<file path="src/rtl/bcd_seg_display_pkg.sv">
// bcd_seg_display_pkg: shared FSM encoding, digit count, segment patterns and the double-dabble adjust step
package bcd_seg_display_pkg;
   typedef enum logic [1:0] {IDLE, SHIFT, DONE} state_t;
   localparam int DIGITS = 3;
   // segment patterns, active-high, ordered {g,f,e,d,c,b,a}
   localparam logic [6:0] SEG_0     = 7'b0111111;
   localparam logic [6:0] SEG_1     = 7'b0000110;
   localparam logic [6:0] SEG_2     = 7'b1011011;
   localparam logic [6:0] SEG_3     = 7'b1001111;
   localparam logic [6:0] SEG_4     = 7'b1100110;
   localparam logic [6:0] SEG_5     = 7'b1101101;
   localparam logic [6:0] SEG_6     = 7'b1111101;
   localparam logic [6:0] SEG_7     = 7'b0000111;
   localparam logic [6:0] SEG_8     = 7'b1111111;
   localparam logic [6:0] SEG_9     = 7'b1101111;
   localparam logic [6:0] SEG_BLANK = 7'b0000000;
   // add 3 to every nibble >= 5 so the following left shift carries correctly into the next decade
   function automatic logic [11:0] dabble_adj(input logic [11:0] s);
      logic [11:0] r;
      for (int i = 0; i < DIGITS; i++)
         r[4*i +: 4] = s[4*i +: 4] >= 4'd5 ? s[4*i +: 4] + 4'd3 : s[4*i +: 4];
      return r;
   endfunction
endpackage

</file>
<file path="src/rtl/bcd_seg_display_if.sv">
// bcd_seg_display_if: display back-end bus
//   value     : binary count in (from the counter)
//   bcd       : last converted {hundreds, tens, ones}
//   bcd_valid : one-cycle pulse when bcd updates
//   an        : one-hot digit enable, bit0 = ones
//   seg       : segment drive {g,f,e,d,c,b,a}
interface bcd_seg_display_if;
   logic [7:0]  value;
   logic [11:0] bcd;
   logic        bcd_valid;
   logic [2:0]  an;
   logic [6:0]  seg;
   modport master (output value, input bcd, bcd_valid, an, seg);
   modport slave (input value, output bcd, bcd_valid, an, seg);
endinterface

</file>
<file path="src/rtl/bcd_seg_display_seg7_decoder.sv">
// seg7_decoder: combinational BCD nibble to seven-segment pattern
//   nib : 4-bit digit in, 10..15 decode to all segments off
//   seg : pattern {g,f,e,d,c,b,a}, active-high
module seg7_decoder
   import bcd_seg_display_pkg::*;
(
   input  logic [3:0] nib,
   output logic [6:0] seg
);
   always_comb begin
      seg = SEG_BLANK;
      case (nib)
         4'd0: seg = SEG_0;
         4'd1: seg = SEG_1;
         4'd2: seg = SEG_2;
         4'd3: seg = SEG_3;
         4'd4: seg = SEG_4;
         4'd5: seg = SEG_5;
         4'd6: seg = SEG_6;
         4'd7: seg = SEG_7;
         4'd8: seg = SEG_8;
         4'd9: seg = SEG_9;
         default: seg = SEG_BLANK;
      endcase
   end
endmodule

</file>
<file path="src/rtl/bcd_seg_display.sv">
// bcd_seg_display: serial double-dabble binary-to-BCD plus 3-digit multiplexed seven-segment scan
//   clk : system clock, rising edge
//   rst : asynchronous reset, active-low
//   io  : bcd_seg_display_if.slave (value in; bcd, bcd_valid, an, seg out)
//   SCAN_DIV : cycles each digit is held, 1..256
//   LEADING_ZERO_BLANK_EN : when defined, blanks leading zero hundreds/tens digits
module bcd_seg_display
   import bcd_seg_display_pkg::*;
#(
   parameter int SCAN_DIV = 4
)(
   input logic              clk,
   input logic              rst,
   bcd_seg_display_if.slave io
);
   state_t      state, state_nx;
   logic        capture, step, finish;
   logic [7:0]  last, sr;
   logic [11:0] scr, bcd_q;
   logic [2:0]  cnt;
   logic        valid_q;
   logic [7:0]  div;
   logic [1:0]  idx;
   logic        wrap;
   logic [3:0]  nib;
   logic [6:0]  seg_d, seg_n, seg_q;
   logic [2:0]  an_q;
   always_ff @(posedge clk or negedge rst)
      if (!rst) state <= IDLE;
      else state <= state_nx;
   always_comb begin
      state_nx = state;
      capture = 1'b0;
      step = 1'b0;
      finish = 1'b0;
      case (state)
         IDLE: if (io.value != last) begin
            capture = 1'b1;
            state_nx = SHIFT;
         end
         SHIFT: begin
            step = 1'b1;
            if (cnt == 3'd7) state_nx = DONE;
         end
         DONE: begin
            finish = 1'b1;
            state_nx = IDLE;
         end
         default: state_nx = IDLE;
      endcase
   end
   // last only moves on capture, so a value change during a conversion is picked up in the next IDLE
   always_ff @(posedge clk or negedge rst)
      if (!rst) begin
         last <= '0;
         sr <= '0;
         scr <= '0;
         cnt <= '0;
         bcd_q <= '0;
         valid_q <= 1'b0;
      end else begin
         valid_q <= finish;
         if (capture) begin
            last <= io.value;
            sr <= io.value;
            scr <= '0;
            cnt <= '0;
         end
         if (step) begin
            {scr, sr} <= {dabble_adj(scr), sr} << 1;
            cnt <= cnt + 3'd1;
         end
         if (finish) bcd_q <= scr;
      end
   assign wrap = div == 8'(SCAN_DIV - 1);
   assign nib = idx == 2'd2 ? bcd_q[11:8] : idx == 2'd1 ? bcd_q[7:4] : bcd_q[3:0];
   seg7_decoder u_dec (.nib(nib), .seg(seg_d));
`ifdef LEADING_ZERO_BLANK_EN
   assign seg_n = (idx == 2'd2 && bcd_q[11:8] == 4'd0) || (idx == 2'd1 && bcd_q[11:4] == 8'd0) ? SEG_BLANK : seg_d;
`else
   assign seg_n = seg_d;
`endif
   always_ff @(posedge clk or negedge rst)
      if (!rst) begin
         div <= '0;
         idx <= '0;
         an_q <= 3'b001;
         seg_q <= SEG_0;
      end else begin
         div <= wrap ? 8'd0 : div + 8'd1;
         if (wrap) idx <= idx == 2'(DIGITS - 1) ? 2'd0 : idx + 2'd1;
         an_q <= 3'b001 << idx;
         seg_q <= seg_n;
      end
   assign io.bcd = bcd_q;
   assign io.bcd_valid = valid_q;
   assign io.an = an_q;
   assign io.seg = seg_q;
endmodule
</file>
<file path="src/flat_wrapper.sv">
// flat-port wrapper written by rule: the top's interface ports become plain ports
module bcd_seg_display_flat import bcd_seg_display_pkg::*;
#(
   parameter int SCAN_DIV = 4
)
  (clk, rst, io_value, io_bcd, io_bcd_valid, io_an, io_seg);
  bcd_seg_display_if io_i ();
  input logic clk;
  input logic rst;
  input wire logic [$bits(io_i.value)-1:0] io_value;
  output wire logic [$bits(io_i.bcd)-1:0] io_bcd;
  output wire logic [$bits(io_i.bcd_valid)-1:0] io_bcd_valid;
  output wire logic [$bits(io_i.an)-1:0] io_an;
  output wire logic [$bits(io_i.seg)-1:0] io_seg;
  assign io_i.value = io_value;
  assign io_bcd = io_i.bcd;
  assign io_bcd_valid = io_i.bcd_valid;
  assign io_an = io_i.an;
  assign io_seg = io_i.seg;
  bcd_seg_display #(.SCAN_DIV(SCAN_DIV)) u_core (.clk(clk), .rst(rst), .io(io_i));
endmodule
</file>
<file path="config.mk">
export PLATFORM = sky130hd
export DESIGN_NAME = bcd_seg_display_flat
export DESIGN_NICKNAME = d
export VERILOG_FILES = /design/src/rtl/bcd_seg_display_pkg.sv /design/src/rtl/bcd_seg_display_if.sv /design/src/rtl/bcd_seg_display_seg7_decoder.sv /design/src/rtl/bcd_seg_display.sv /design/src/flat_wrapper.sv
export SDC_FILE = /design/constraint.sdc
export NUM_CORES = 1
export LEC_CHECK = 0
export ABC_AREA = 1
export ABC_CLOCK_PERIOD_IN_PS = 3730
export CELL_PAD_IN_SITES_DETAIL_PLACEMENT = 0
export CELL_PAD_IN_SITES_GLOBAL_PLACEMENT = 1
export CORE_MARGIN = 2
export CORE_UTILIZATION = 45
export DETAILED_ROUTE_END_ITERATION = 8
export GPL_TIMING_DRIVEN = 0
export PLACE_DENSITY_LB_ADDON = 0.1
export REMOVE_ABC_BUFFERS = 1
export SYNTH_ARGS = -nofsm -noshare
export SYNTH_HDL_FRONTEND = slang
export SYNTH_SLANG_ARGS = --single-unit
export TNS_END_PERCENT = 10
</file>
<file path="constraint.sdc">
create_clock -name clk -period 3.73 [get_ports clk]
set_input_delay 0.9325 -clock clk [delete_from_list [all_inputs] [get_ports clk]]
set_output_delay 0.9325 -clock clk [all_outputs]
set_load 0.02 [all_outputs]
</file>
==> impl_results.md, run 1 <==
- Fin crit share: 83.2%
- Clk_skew: 15.5 ps
- Io pins: 33
- Synthesis Warnings: 0
- Layout Utilization: 54.6%
- Post-synth ARST share: 100%
- Crit path cell chain: clkdlybuf4s50_1 -> xnor2_1 -> nand2_1 -> nor2_1 -> nand2_1 -> nand2_1 -> nand2_2 -> nand2_1 -> nand2_1
- Pleak: 2.01 nW
- Dpl cell area: approximately 3700 um^2
- Grt ovf: 0
- Cell Pwr Density: 818 nW/um^2
- Status: finished, final reports clean
- CTS tree: done
- Global-route wire length before repair: 10000 um
- Min Tclk post-route: 3100 ps
- Area share of the largest cell type after synthesis: about 45%
- Vias in the first global route: ~2.3k
- Via count: ~2.5k
- #FFs+latches synth: 66
- Share of post-route cells with drive strength above 1: under 10%
- Max Fclk: ~320 MHz
- Core ar.: between 7000 and 8000 um^2
- Final worst slack: 627 ps
- Synthesized area per cell: 8.20 um^2
- Final setup fails: 0
- Mapped Cells: between 400 and 500
- Detailed Routing Iterations Pass 1: 5
- Average routed wire per standard cell: between 10 and 15 um
- Largest area contributor in the netlist: dfrtp_1
- Final Hold Viols: 0
- Worst EP required: 3940 ps
- Root buf cell: clkbuf_8
- Startpoint types: primary input
- Total power draw: about 0.0032 W
- Initial Utilization: 46.0%
- Global Route Usage Sum: 16.0%
- Yosys cell types: 30
- Antenna cells: 0
- Post-CTS Resized: 0
- Final WL: 5920 um
- Maximum number of pins on one net before global-route repair: between 60 and 70
- Rows: 31
- Slew of the pin with the lowest slew margin: roughly 1300 ps
- Reg area: 1660 um^2
- Hold WC Path Type: reg2reg
- Port Buf Inserts: 32
- Clk sinks: 66
- Num CTS Buffers: 9
- DRC Markers: 0
- CP max FO: 40
- Final Wtd Congestion: 0.812
- Most frequent CP cell: nand2_1
- Worst setup path class: in2reg
- Sequential area share after synthesis: 50.3%
- Post-route ant nets: 0
- Post-synth EDFFs: 0
- Initial antenna violation count: 0
- Slowest stage delay, CP: slightly above 900 ps
- Die Footprint: 8040 um^2
- Largest cells by area after synthesis: dfrtp_1, nand2_1, o21ai_0
- Ys flop type: dfrtp_1
- Fill cells: 687
- Die height: approximately 90 um
- Die width: 89.7 um
- Design Area, Final: between 3000 and 4000 um^2
- H-tree depth: 3
- WP data arrival: 3310 ps
- Crit. End Element: flip-flop
- Postcts setup bufs: 0
- Hold Buf Count CTS: 0
- Setup_tns: 0 ps
- Area delta synth->final: 18.6%
- Top-count cell post-synth: nand2_1
- Max Cap Violations: 0
- Drt initial violations: 109
- Commonest cells in the synthesized netlist: nand2_1, dfrtp_1, inv_1, o21ai_0, nand3_1
- Nets: between 400 and 500
- Pins Over Slew Limit: 0
- Reg clk slew, reported paths: approximately 70 ps
- Vias per inst: 4.65
- Worst skew pair latency: 330 ps
- DP Wirelength: around 4000 um
- Peak supply drop: 0.388 mV
- Slowest CP cell: nand2_1
- Multi-input logic area: 1370 um^2
- Slew HR: between 10% and 20%
- Pre-CTS WS: 257 ps
- Unrepaired setup endpoints after global routing: false
- Clk buf depth: 2
- Post-Syn Area: 3300 um^2
## sequential cells by signal, summed over array words and instances (netlist names)
| name | flops |
|---|---|
| u_core.io.bcd | 12 |
| u_core.scr | 12 |
| u_core.div | 8 |
| u_core.last | 8 |
| u_core.sr | 8 |
| u_core.io.seg | 7 |
| u_core.cnt | 3 |
| u_core.io.an | 3 |
| u_core.idx | 2 |
| u_core.state | 2 |
| u_core.io.bcd_valid | 1 |
## cells by family after synthesis
logic type,count (synthesis),share of synthesized area (%)
xor gates and xnor gates,9,2.39
adders and majority gates,15,5.68
DFF,66,50.3
AOI/OAI and AO/OA,55,8.48
buffers and inverters,70,8.33
and+or+nand+nor,188,24.8
## path summary, 6_finish.rpt
path | start | endpoint | slack [ps] | cells past startpoint
max in group asynchronous | rst | u_core.last[1] | 2500 | 1
min in group asynchronous | rst | u_core.div[3] | 680 | 1
max reg2reg | u_core.last[7] | u_core.sr[5] | 1300 | 10
min | u_core.last[0] | u_core.last[0] | 500 | 2
max | io_value[6] | u_core.sr[5] | 630 | 9
min reg2reg | u_core.last[0] | u_core.last[0] | 500 | 2
## cell type report
type | count | area share [%]
clock buffer | 14 | 4.15
timing repair buffer | 32 | 8.11
tap | 99 | 3.16
inverter | 59 | 5.72
sequential | 66 | 42.4
multi-input combinational | 267 | 35.0
clock inverter | 2 | 1.53
## power by group
part / switching (W) / internal, W / leakage, nW
Sequential: 0.000181 / 0.00101 / 0.821
Combinational: 0.000813 / 0.000533 / 1.08
Clock: 0.000255 / 0.000415 / 0.111
## layout by cell type (no fill, tap or decap), types with 2 or more instances in the layout
cell type / count
nand2_1: 119
dfrtp_1: 59
inv_1: 53
o21ai_0: 42
nand3_1: 33
clkdlybuf4s50_1: 31
nor2_1: 18
ha_1: 15
clkbuf_8: 11
a21oi_1: 10
nand2_2: 7
dfstp_2: 7
inv_2: 5
xnor2_1: 5
xor2_1: 4
clkbuf_1: 3
or2_2: 2
bufinv_16: 2
## stage by stage
stage | instances | hold slack (ps)
floorplan | 392 | 450
global placement | 523 | 478
detailed placement | 523 | 488
CTS | 539 | 506
global route | 539 | 511
finish | 539 | 502
## routing by layer
layer  up-vias  routed length [um]  track usage (%)
li1       1320                   -                -
met1      1137                2920             20.3
met2        44                2710             27.0
met3         5                 221             3.02
met4         0                  57             6.51
met5         -                   0                0
## worst max-delay path, delay by kind of cell
| family | cells | cell delay (ps) |
|---|---|---|
| buf+inv | 1 | 490 |
| simple gates | 7 | 1770 |
| xor+xnor | 1 | 120 |
(Power assumes the default switching activity.)
==> run 2: changes to the inputs <==
ABC_CLOCK_PERIOD_IN_PS = 3220   (was 3730)
CORE_UTILIZATION = 42   (was 45)
clock period = 3.22 ns   (was 3.73 ns; I/O delays follow)
==> run 2 against run 1 <==
Count of clock-buffer cells in the layout did not move. Routed wire length up 0.34%. Critical path depth unchanged. Die area grew 6.8%. Register-to-register slack worse by 140 ps. Design area down 0.22%.
==> impl_results.md, run 2 (synthesis gave the netlist of run 1 again) <==
- Detailed Routing Iterations Pass 1: 4
- Vias in the first global route: 2293
- Maximum number of pins on one net before global-route repair: 67
- Met3 Use GR: 3.74%
- Design Area, Final: 3910 um^2
- CTS tree: done
- Average routed wire per standard cell: 11.0 um
- Peak supply drop: approximately 0.38 mV
- Final setup fails: 0
- Core ar.: 7690 um^2
- Global-route wire length before repair: roughly 10000 um
- Worst skew pair latency: about 340 ps
- Dpl cell area: 3700 um^2
- H-tree depth: 3
- Met1 usage: between 10% and 20%
- Pre-CTS WS: -177 ps
- WP data arrival: 2740 ps
- Reg clk slew, reported paths: around 70 ps
- Die Footprint: 8590 um^2
- Grt ovf: 0
- Cells on worst reg2reg path: 4
- Max Cap Violations: 0
- Io pins: 33
- Max Fclk: ~400 MHz
- Pleak: between 2 and 2.5 nW
- Hold Path Stages: 1
- Clk sinks: 66
- Multi-input logic area: 1370 um^2
- Crit Reg-Reg Startpoint: u_core.state[1]
- WHS Endpoint: u_core.div[0]
- DP Wirelength: ~4000 um
- Post-route ant nets: 0
- Worst setup path class: in2reg
- Slew of the pin with the lowest slew margin: around 840 ps
- Root buf cell: clkbuf_8
- Pins Over Slew Limit: 0
- Slowest stage delay, CP: 540 ps
- Final worst slack: about 700 ps
- Grt met2 use: 24.7%
- Most common cell after layout, fill and taps aside: nand2_1
- Most frequent CP cell: nand2_1
- Port Buf Inserts: 32
- Status: finished, final reports clean
- Final Hold Viols: 0
- Clk_skew: 9.42 ps
- Cell Pwr Density: between 900 and 1000 nW/um^2
- Antenna cells: 0
- DRC Markers: 0
- Slew HR: 44.1%
- Global Route Usage Sum: around 15%
- Via count: 2501
- Crit. End Element: flip-flop
- Startpoint types: primary input
- Most frequent cells in the layout: nand2_1, dfrtp_1, inv_1
- Final Wtd Congestion: approximately 0.79
- Worst reg2reg endpoint: u_core.cnt[0]
- Initial Utilization: 43.0%
- Die height: a little over 90 um
- Flop2flop setup slack: 1160 ps
- CP max FO: 40
- Drt initial violations: 64
- Vias per inst: roughly 4.6
- Fin crit share: 78.0%
- Min Tclk post-route: 2510 ps
- Num CTS Buffers: 9
- Die width: 92.7 um
- Crit path cell chain: clkdlybuf4s50_1 -> xnor2_1 -> nand2_1 -> nor2_1 -> nand2_1 -> nand2_2 -> nand2_2 -> nand2_1 -> nand2_1
- Clk buf depth: 2
- Hold WC Path Type: reg2reg
- Final WL: 5940 um
- Unrepaired setup endpoints after global routing: false
- Most Crowded Layer GR: met2
- Nets: 460
- Reg area: 1660 um^2
- Slowest CP cell: nand2_2
- Postcts setup bufs: 0
- Initial antenna violation count: 0
- Rows: 32
- Area delta synth->final: 18.4%
- Share of post-route cells with drive strength above 1: 10.2%
- Min-delay src: u_core.div[0]
- Fill cells: 764
- Worst EP required: ~3500 ps
==> run 2: cell count changes in the layout (fill, tap and decap cells not counted) <==
cell / previous run / this run
clkinv_2: 0 / 1
nand2_1: 119 / 118
clkbuf_1: 3 / 2
nand2_2: 7 / 8
clkbuf_8: 11 / 12
bufinv_16: 2 / 1
==> run 2: stage by stage <==
| stage | hold WS [ps] | setup TNS [ps] | power [W] | utilization [%] | std cells |
|---|---|---|---|---|---|
| after floorplan | 450 | 0 | 0.00247 | - | 392 |
| after global placement | 479 | -58000 | 0.00295 | 48.1 | 526 |
| after detailed placement | 487 | -1090 | 0.00298 | 48.1 | 526 |
| after CTS | 497 | 0 | 0.00372 | 50.8 | 542 |
| after global routing | 512 | 0 | 0.00402 | 50.9 | 542 |
| final | 493 | 0 | 0.00366 | 50.9 | 542 |
==> run 2: final cells by class <==
type / count / area share, %
clock buffer: 14 / 4.42
clock inverter: 2 / 0.896
inverter: 59 / 5.73
multi-input combinational: 267 / 35.1
sequential: 66 / 42.5
tap: 102 / 3.26
timing repair buffer: 32 / 8.13
==> run 2: power by group <==
part / internal, W / switching, W
Sequential: 0.00117 / 0.000212
Combinational: 0.000617 / 0.000940
Clock: 0.000421 / 0.000300
Total: 0.00220 / 0.00145
==> run 2: critical path: cells and delay by family <==
kind	cells	cell delay [ps]
simple gates	7	1320
buf+inv	1	500
xor+xnor	1	120
==> run 2: layer usage <==
layer  vias to the layer above  share of wire (%)
met3                         9                3.7
met5                         -                  0
li1                       1326                  -
met2                        38                 46
met1                      1128                 49
met4                         0                2.0
==> run 2: timing repair <==
| item | in CTS | in global routing |
|---|---|---|
| hold buffers | 0 | 0 |
| endpoints found under the setup margin | 0 | 2 |
| resized for setup | 0 | 1 |
==> run 2: worst max-delay path by stage <==
stage	to	slack, ps	startpoint	cells past startpoint
3_5_place_dp	u_core.sr[3]	-180	io_value[6]	9
3_3_place_gp	u_core.cnt[0]	-950	rst	1
6_report	u_core.sr[3]	710	io_value[6]	9
2_1_floorplan	u_core.sr[1]	1030	io_value[3]	10
4_1_cts	u_core.sr[3]	190	io_value[6]	9
5_1_grt	u_core.sr[3]	480	io_value[7]	11
==> run 3: changes to the inputs <==
ABC_CLOCK_PERIOD_IN_PS = 2600   (was 3220)
clock period = 2.6 ns   (was 3.22 ns; I/O delays follow)
==> results of run 3 <==
Same layout as run 2 (identical final DEF). Status: finished, final reports clean.
Among the figures that moved: setup slack after placement -177 ps -> -642 ps; number of gates resized after CTS 0 -> 2; setup slack after layout 707 ps -> 242 ps; hold slack 493 ps -> 397 ps; register-to-register setup slack 1160 ps -> 540 ps; total power 0.00366 W -> 0.00453 W; worst IR drop on VDD 0.379 mV -> 0.469 mV
